$ cat config.mk
export PLATFORM = sky130hd
export DESIGN_NAME = halt_responder_flat
export DESIGN_NICKNAME = d
export VERILOG_FILES = /design/src/rtl/halt_responder_if.sv /design/src/rtl/halt_responder.sv /design/src/flat_wrapper.sv
export SDC_FILE = /design/constraint.sdc
export NUM_CORES = 1
export LEC_CHECK = 0
export BUFFER_PORTS_ARGS = -buffer_cell sky130_fd_sc_hd__buf_2
export CAP_MARGIN = 40
export CORE_ASPECT_RATIO = 1.4
export CORE_MARGIN = 4
export CORE_UTILIZATION = 40
export DETAILED_ROUTE_END_ITERATION = 10
export GPL_TIMING_DRIVEN = 0
export SYNTH_ARGS = -nofsm -noshare
export SYNTH_HDL_FRONTEND = slang
export SYNTH_SLANG_ARGS = --single-unit
$ cat constraint.sdc
create_clock -name clk1 -period 4.3 [get_ports clk1]
set_input_delay 1.075 -clock clk1 [delete_from_list [all_inputs] [get_ports clk1]]
set_output_delay 1.075 -clock clk1 [all_outputs]
set_load 0.02 [all_outputs]
$ cat src/rtl/halt_responder_if.sv
// Run-control handshake bundle between the clock/reset controller
// and the CPU-side halt responder.
interface halt_responder_if #(
  parameter int CNT_W = 16
);
  logic             enable;
  logic             hlt_decoded;
  logic             fetch_en;
  logic             decode_en;
  logic             exec_en;
  logic             wb_en;
  logic             halted;
  logic             is_halted;
  logic [CNT_W-1:0] retired;

  modport master (
    output enable,
    output hlt_decoded,
    input  fetch_en,
    input  decode_en,
    input  exec_en,
    input  wb_en,
    input  halted,
    input  is_halted,
    input  retired
  );

  modport slave (
    input  enable,
    input  hlt_decoded,
    output fetch_en,
    output decode_en,
    output exec_en,
    output wb_en,
    output halted,
    output is_halted,
    output retired
  );
endinterface

$ cat src/rtl/halt_responder.sv
// Sequences FETCH/DECODE/EXEC/WB strobes, drains a decoded HLT and
// returns a fixed-width halted pulse to the run controller.
module halt_responder #(
  parameter int HALT_PULSE = 2,
  parameter int CNT_W      = 16
) (
  input logic             clk1,
  input logic             reset,
  halt_responder_if.slave bus
);

  localparam int PW =
    (HALT_PULSE > 1) ? $clog2(HALT_PULSE) : 1;

  typedef enum logic [1:0] {
    ST_RUN, ST_DRAIN, ST_PULSE, ST_HALTED
  } state_t;

  typedef enum logic [1:0] {
    PH_F, PH_D, PH_E, PH_W
  } phase_t;

  state_t           r_state;
  state_t           w_state_nx;
  phase_t           r_phase;
  phase_t           w_phase_nx;
  logic [PW-1:0]    r_pcnt;
  logic [PW-1:0]    w_pcnt_nx;
  logic [3:0]       r_strb;
  logic [3:0]       w_strb_nx;
  logic             w_step;
  logic             r_en_q;
  logic             w_halted;
  logic             w_is_halted;
  logic [CNT_W-1:0] r_retired;

  always_ff @(posedge clk1) begin
    if (!reset) begin
      r_state <= ST_RUN;
      r_phase <= PH_F;
      r_pcnt  <= '0;
      r_strb  <= '0;
      r_en_q  <= 1'b1;
    end else begin
      r_state <= w_state_nx;
      r_phase <= w_phase_nx;
      r_pcnt  <= w_pcnt_nx;
      r_strb  <= w_strb_nx;
      r_en_q  <= bus.enable;
    end
  end

  always_comb begin
    w_state_nx = r_state;
    w_phase_nx = r_phase;
    w_pcnt_nx  = r_pcnt;
    w_step     = 1'b0;
    unique case (r_state)
      ST_RUN: begin
        if (bus.enable) begin
          w_step     = 1'b1;
          w_phase_nx = phase_t'(r_phase + 2'd1);
          if (r_phase == PH_D && bus.hlt_decoded)
            w_state_nx = ST_DRAIN;
        end
      end
      ST_DRAIN: begin
        // Phase back at FETCH means the HLT's WB strobe has gone out
        if (r_phase == PH_F) begin
          w_state_nx = ST_PULSE;
          w_pcnt_nx  = '0;
        end else if (bus.enable) begin
          w_step     = 1'b1;
          w_phase_nx = phase_t'(r_phase + 2'd1);
        end
      end
      ST_PULSE: begin
        if (r_pcnt == PW'(HALT_PULSE - 1)) begin
          w_state_nx = ST_HALTED;
          w_pcnt_nx  = '0;
        end else begin
          w_pcnt_nx = r_pcnt + 1'b1;
        end
      end
      ST_HALTED: begin
        w_phase_nx = PH_F;
        if (bus.enable && !r_en_q)
          w_state_nx = ST_RUN;
      end
    endcase
  end

  always_comb begin
    w_strb_nx   = '0;
    if (w_step)
      w_strb_nx = 4'b0001 << r_phase;
    w_halted    = (r_state == ST_PULSE);
    w_is_halted = (r_state == ST_PULSE) ||
                  (r_state == ST_HALTED);
  end

  always_ff @(posedge clk1) begin
    if (!reset)
      r_retired <= '0;
    else if (w_strb_nx[3] && r_retired != '1)
      r_retired <= r_retired + 1'b1;
  end

  assign bus.fetch_en  = r_strb[0];
  assign bus.decode_en = r_strb[1];
  assign bus.exec_en   = r_strb[2];
  assign bus.wb_en     = r_strb[3];
  assign bus.halted    = w_halted;
  assign bus.is_halted = w_is_halted;
  assign bus.retired   = r_retired;

endmodule
$ cat src/flat_wrapper.sv
// flat-port wrapper written by rule: the top's interface ports become plain ports
module halt_responder_flat 
#(
  parameter int HALT_PULSE = 2,
  parameter int CNT_W      = 16
)
  (clk1, reset, bus_enable, bus_hlt_decoded, bus_fetch_en, bus_decode_en, bus_exec_en, bus_wb_en, bus_halted, bus_is_halted, bus_retired);
  halt_responder_if #(.CNT_W(CNT_W)) bus_i ();
  input logic clk1;
  input logic reset;
  input wire logic [$bits(bus_i.enable)-1:0] bus_enable;
  input wire logic [$bits(bus_i.hlt_decoded)-1:0] bus_hlt_decoded;
  output wire logic [$bits(bus_i.fetch_en)-1:0] bus_fetch_en;
  output wire logic [$bits(bus_i.decode_en)-1:0] bus_decode_en;
  output wire logic [$bits(bus_i.exec_en)-1:0] bus_exec_en;
  output wire logic [$bits(bus_i.wb_en)-1:0] bus_wb_en;
  output wire logic [$bits(bus_i.halted)-1:0] bus_halted;
  output wire logic [$bits(bus_i.is_halted)-1:0] bus_is_halted;
  output wire logic [$bits(bus_i.retired)-1:0] bus_retired;
  assign bus_i.enable = bus_enable;
  assign bus_i.hlt_decoded = bus_hlt_decoded;
  assign bus_fetch_en = bus_i.fetch_en;
  assign bus_decode_en = bus_i.decode_en;
  assign bus_exec_en = bus_i.exec_en;
  assign bus_wb_en = bus_i.wb_en;
  assign bus_halted = bus_i.halted;
  assign bus_is_halted = bus_i.is_halted;
  assign bus_retired = bus_i.retired;
  halt_responder #(.HALT_PULSE(HALT_PULSE), .CNT_W(CNT_W)) u_core (.clk1(clk1), .reset(reset), .bus(bus_i));
endmodule
After elaboration in Yosys (flattened, before gate mapping)
Cells that the tools add are included.
{"block": "totals", "inputBits": 4, "word_cells": 51, "output_inout_bits": 22, "reg_bits": 26}
{"block": "classes", "addsub": 3, "reduce_logical": 13, "n_shift": 1, "n_eq_ne": 11, "n_mux": 16}
{"operator": "16-bit by 1-bit adder with 16-bit output (second input constant)", "count": 1}
{"operator": "16-bit != test (second input constant)", "count": 1}
{"operator": "2-bit 2-to-1 mux", "count": 7}
{"operator": "2-bit by 1-bit != test with 1-bit output (second input constant)", "count": 4}
{"operator": "2-bit one-hot mux with 4 select lines", "count": 1}
{"operator": "2-bit one-hot mux with 3 select lines", "count": 1}
{"operator": "2-bit AND reduction", "count": 3}
{"operator": "5-bit AND reduction", "count": 1}
{"operator": "2-bit by 1-bit == test with 1-bit output (second input constant)", "count": 2}
{"operator": "2-bit == test (second input constant)", "count": 2}
{"operator": "2-bit zero test", "count": 2}
{"operator": "1-bit 2-to-1 mux", "count": 4}
{"operator": "4-bit 2-to-1 mux", "count": 1}
{"operator": "2-bit != test (second input constant)", "count": 2}
{"operator": "1-bit one-hot mux with 2 select lines", "count": 2}
{"operator": "1-bit by 2-bit << shifter with 4-bit output (first input constant)", "count": 1}
{"operator": "1-bit logical AND", "count": 3}
{"operator": "3-bit nonzero test", "count": 1}
{"operator": "2-bit by 1-bit adder with 2-bit output (second input constant)", "count": 1}
{"operator": "2-bit nonzero test", "count": 1}
{"operator": "1-bit adder (second input constant)", "count": 1}
{"operator": "1-bit zero test", "count": 1}
{"operator": "1-bit logical OR", "count": 1}

Logic depth before layout (Yosys ltp)
{"block": "depth", "depth_word": 5, "mapped_depth": 7, "depth_no_buf": 6}

Worst setup path before layout
OpenSTA, ideal clock, no wires.
{"block": "synth_timing", "kind": "input port to flip-flop", "start": "in bus_enable", "end": "reg u_core.r_retired[5], in the netlist u_core.bus.retired[5]", "path_slack_ns": 2.127, "setup_time_ns": 0.072, "n_path_buf": 1, "path_stages": 5, "required_ns": 4.228, "arrival_time_ns": 2.101, "path_cell_list": "and4_1 o21ai_1 clkbuf_1 or4_1 a21oi_1"}
{"block": "synth_between", "elab_chain_cells": 5}
{"item": "start: declaration", "line_no": "flat_wrapper.sv:11", "source": "input wire logic [$bits(bus_i.enable)-1:0] bus_enable;"}
{"item": "1-bit 2-to-1 mux (*)", "line_no": "halt_responder.sv:60, halt_responder.sv:72"}
{"item": "1-bit 2-to-1 mux", "line_no": "halt_responder.sv:69", "source": "if (r_phase == PH_F) begin"}
{"item": "1-bit one-hot mux with 2 select lines (*)", "line_no": "halt_responder.sv:58", "source": "unique case (r_state)"}
{"item": "4-bit 2-to-1 mux (*)", "line_no": "halt_responder.sv:95", "source": "if (w_step)"}
{"item": "1-bit logical AND (*)", "line_no": "halt_responder.sv:105", "source": "else if (w_strb_nx[3] && r_retired != '1)"}
{"item": "end signal: assignment", "line_no": "halt_responder.sv:106", "source": "r_retired <= r_retired + 1'b1;"}
{"item": "end: declaration", "line_no": "halt_responder.sv:35", "source": "logic [CNT_W-1:0] r_retired;"}
Mark *: on every way between the ends. The rest lies on a longest branch, timed or not.
A chain may end at the register's enable or synchronous reset.

Final worst setup path
{"block": "layout_timing", "start": "reg u_core.r_state[0]", "end": "out bus_is_halted"}
{"block": "layout_between", "elab_chain_cells": 2}
{"item": "start: declaration", "line_no": "halt_responder.sv:23", "source": "state_t r_state;"}
{"item": "start signal: assignment", "line_no": "halt_responder.sv:45", "source": "r_state <= w_state_nx;"}
{"item": "2-bit == test (on tied branches)", "line_no": "halt_responder.sv:98, halt_responder.sv:99"}
{"item": "1-bit logical OR (*)", "line_no": "halt_responder.sv:98", "source": "w_is_halted = (r_state == ST_PULSE) ||"}
{"item": "end: declaration", "line_no": "flat_wrapper.sv:18", "source": "output wire logic [$bits(bus_i.is_halted)-1:0] bus_is_halted;"}
Marked as above.

==> flow_summary.ini <==
[min_path]
hold_depth = 2
hold_start = u_core.bus.retired[1]
hold_end = u_core.bus.retired[1]
hp-class = reg -> reg

[power_and_ir_drop]
p_sw_mw = 0.179
p_per_area_nw_per_um2 = 350
pwr-share-comb = 0.251
p_int_mw = 0.395
p_leak_nw = 0.679
pwr-share-clk = 0.280
ir_drop_uv = 248
switching_share = 0.312
power_frac_seq = 0.469

[yosys]
synth_cells = 164
synthArstFlopShare = 0
seq_area_frac_synth = 0.369
synthFlopType = dfxtp_1
synth.cell_area_sq_um = 1410
synth_top_area_share = 0.369
synth_nets = 178
yosys_warnings = 0
synth-edff-count = 0
yosys-top-cells-area = dfxtp_1, ha_1, mux2i_1
synth.avg_cell_area_sq_um = 8.60
yosys.area.top_type = dfxtp_1
ys_seq_elements = 26
yosysMostFrequentCell = dfxtp_1
ys_top_cells_by_count = dfxtp_1, nand2_1, inv_1, ha_1
yosysUniqueCellTypes = 38

[finish]
diodes = 0
n_fill_cell = 334
drive_above_1_share = 0.171
multiInputGateArea_sq_um = 818
nets = 208
seq_area_sq_um = 520
stdcell_count = 233
area_delta_synth_final_pct = 16.3

[setup_path]
crit_type = reg -> out
worstSetupEndpointType = primary output
cp.required_ns = 3.22
r2r_cells = 7
rr_endpoint = u_core.bus.retired[14]
r2r_start = u_core.r_phase[0]
arrival_ns = 1.44
startpoint_type = flip-flop
reg2reg_slack_ns = 2.06
crit_fanout = 5

[clock_network]
cts_root_buf = clkbuf_8
clock_latency_ns = 0.27
cts_made_buffers = 3
cts_hold_buf = 0
h-tree-depth = 1
path_clk_slew_ns = 0.09
clockBufferDepth = 2
tritoncts = built
cts_resized = 0
post_cts_buffers = 0
cts_sinks = 26

[sta]
final.setup.tns_ns = 0
rsz0062_at_grt = no
slew_violations = 0
min_period_ns = 2.52
fin_crit_sh = 0.586
slew_headroom = 0.373
fmax_ghz = 0.397
skew_ns = 0.00428
setup_viol = 0
hold_viol_final = 0
tightest_slew_ns = 0.932

[place]
dp_hpwl_mm = 2.63
numPlacedInstances = 229
io_buffers = 25
routabilityCongestion = 0.856

[floorplanning]
die_h_um = 78.3
initial_core_util = 0.417
num_io_pins = 26
die_width_um = 58.2
core_area_sq_um = 3380
die_area_sq_um = 4550
rows = 25

[detailed_routing]
viasPerCell = 5.75
vias = 1339
wl_per_cell_um = 14.8
drtAntennaViolNets = 0
drtPass1Iterations = 4
drc = 0
drt_wl_total_mm = 3.44
drt_iter0_markers = 26

[outcome]
outcome = finished, final reports clean

[global_routing]
grt_pass1_wl_mm = 5.92
groute.usage.overall = 0.164
grt_pass1_vias = 1336
grt_max_degree = 15
antenna_found_initial = 0
grt_overflow = 0

[run]
drv_cap = 0
layout by cell type (no fill, tap or decap), types with 6 or more instances in the layout:
master / count
mux2i_1: 9
nor2_1: 9
a21oi_1: 7
nand2b_1: 7
buf_2: 25
nand2_1: 17
o21ai_0: 6
inv_1: 14
ha_1: 10
dfxtp_1: 26
critical path, stage by stage (launching register included):
cell and delay [ns]:
dfxtp_1 0.38, inv_1 0.10, ha_1 0.26, or2_2 0.28, buf_2 0.16
kinds of logic after synthesis:
| kind of cell | Yosys count | synth area share |
|---|---|---|
| and+or+nand+nor | 66 | 0.261 |
| adders and majority gates | 10 | 0.0887 |
| buffers and inverters | 19 | 0.0506 |
| muxes | 9 | 0.0639 |
| AOI/OAI and AO/OA | 34 | 0.167 |
| DFF | 26 | 0.369 |
routing by layer:
layer  wire [um]  vias up  GRT usage
met5           0        -          0
met4          53        0     0.0742
met3         111        6     0.0263
met2        1890       33      0.302
met1        1380      648      0.177
li1            -      652          -
per-stage QoR:
stage / utilization / hold WS (ns) / area (sq um) / power (mW) / worst slack (ns)
floorplan: - / 0.478 / 1410 / 0.379 / 2.13
global placement: 0.469 / 0.482 / 1590 / 0.410 / 1.76
detailed placement: 0.469 / 0.504 / 1590 / 0.420 / 1.72
CTS: 0.486 / 0.518 / 1640 / 0.578 / 1.78
global route: 0.486 / 0.545 / 1640 / 0.610 / 1.70
finish: 0.486 / 0.511 / 1640 / 0.574 / 1.78
power groups by stage:
stage	combinational, mW	sequential (mW)	clock [mW]
finish	0.144	0.269	0.161
global route	0.162	0.272	0.176
CTS	0.145	0.269	0.163
detailed placement	0.145	0.275	0
global placement	0.136	0.274	0
floorplan	0.102	0.277	0
worst max path at each step:
stage	cells past startpoint	endpoint	startpoint	slack, ns
after CTS	4	bus_is_halted	u_core.r_state[0]	1.78
after global placement	6	u_core.bus.retired[9]	bus_enable	1.76
after floorplan	5	u_core.bus.retired[5]	bus_enable	2.13
final	4	bus_is_halted	u_core.r_state[0]	1.78
after global routing	4	bus_is_halted	u_core.r_state[0]	1.70
after detailed placement	6	u_core.bus.retired[9]	bus_enable	1.72
final cells by class:
cell class              count  share of cell area
inverters                  15              0.0343
plain buffers               4             0.00915
well taps                  40              0.0305
repair buffers             25              0.0763
multi-input cells         119               0.499
flip-flops and latches     26               0.317
clock buffers               4              0.0336
registers in the layout, summed over array words and instances (netlist names):
| register | cells |
|---|---|
| u_core.r_strb | 4 |
| u_core.r_state | 2 |
| u_core.bus.retired | 16 |
| u_core.r_en_q | 1 |
| u_core.r_phase | 2 |
| u_core.r_pcnt | 1 |
Note: power is estimated with default switching activity, not from simulation.
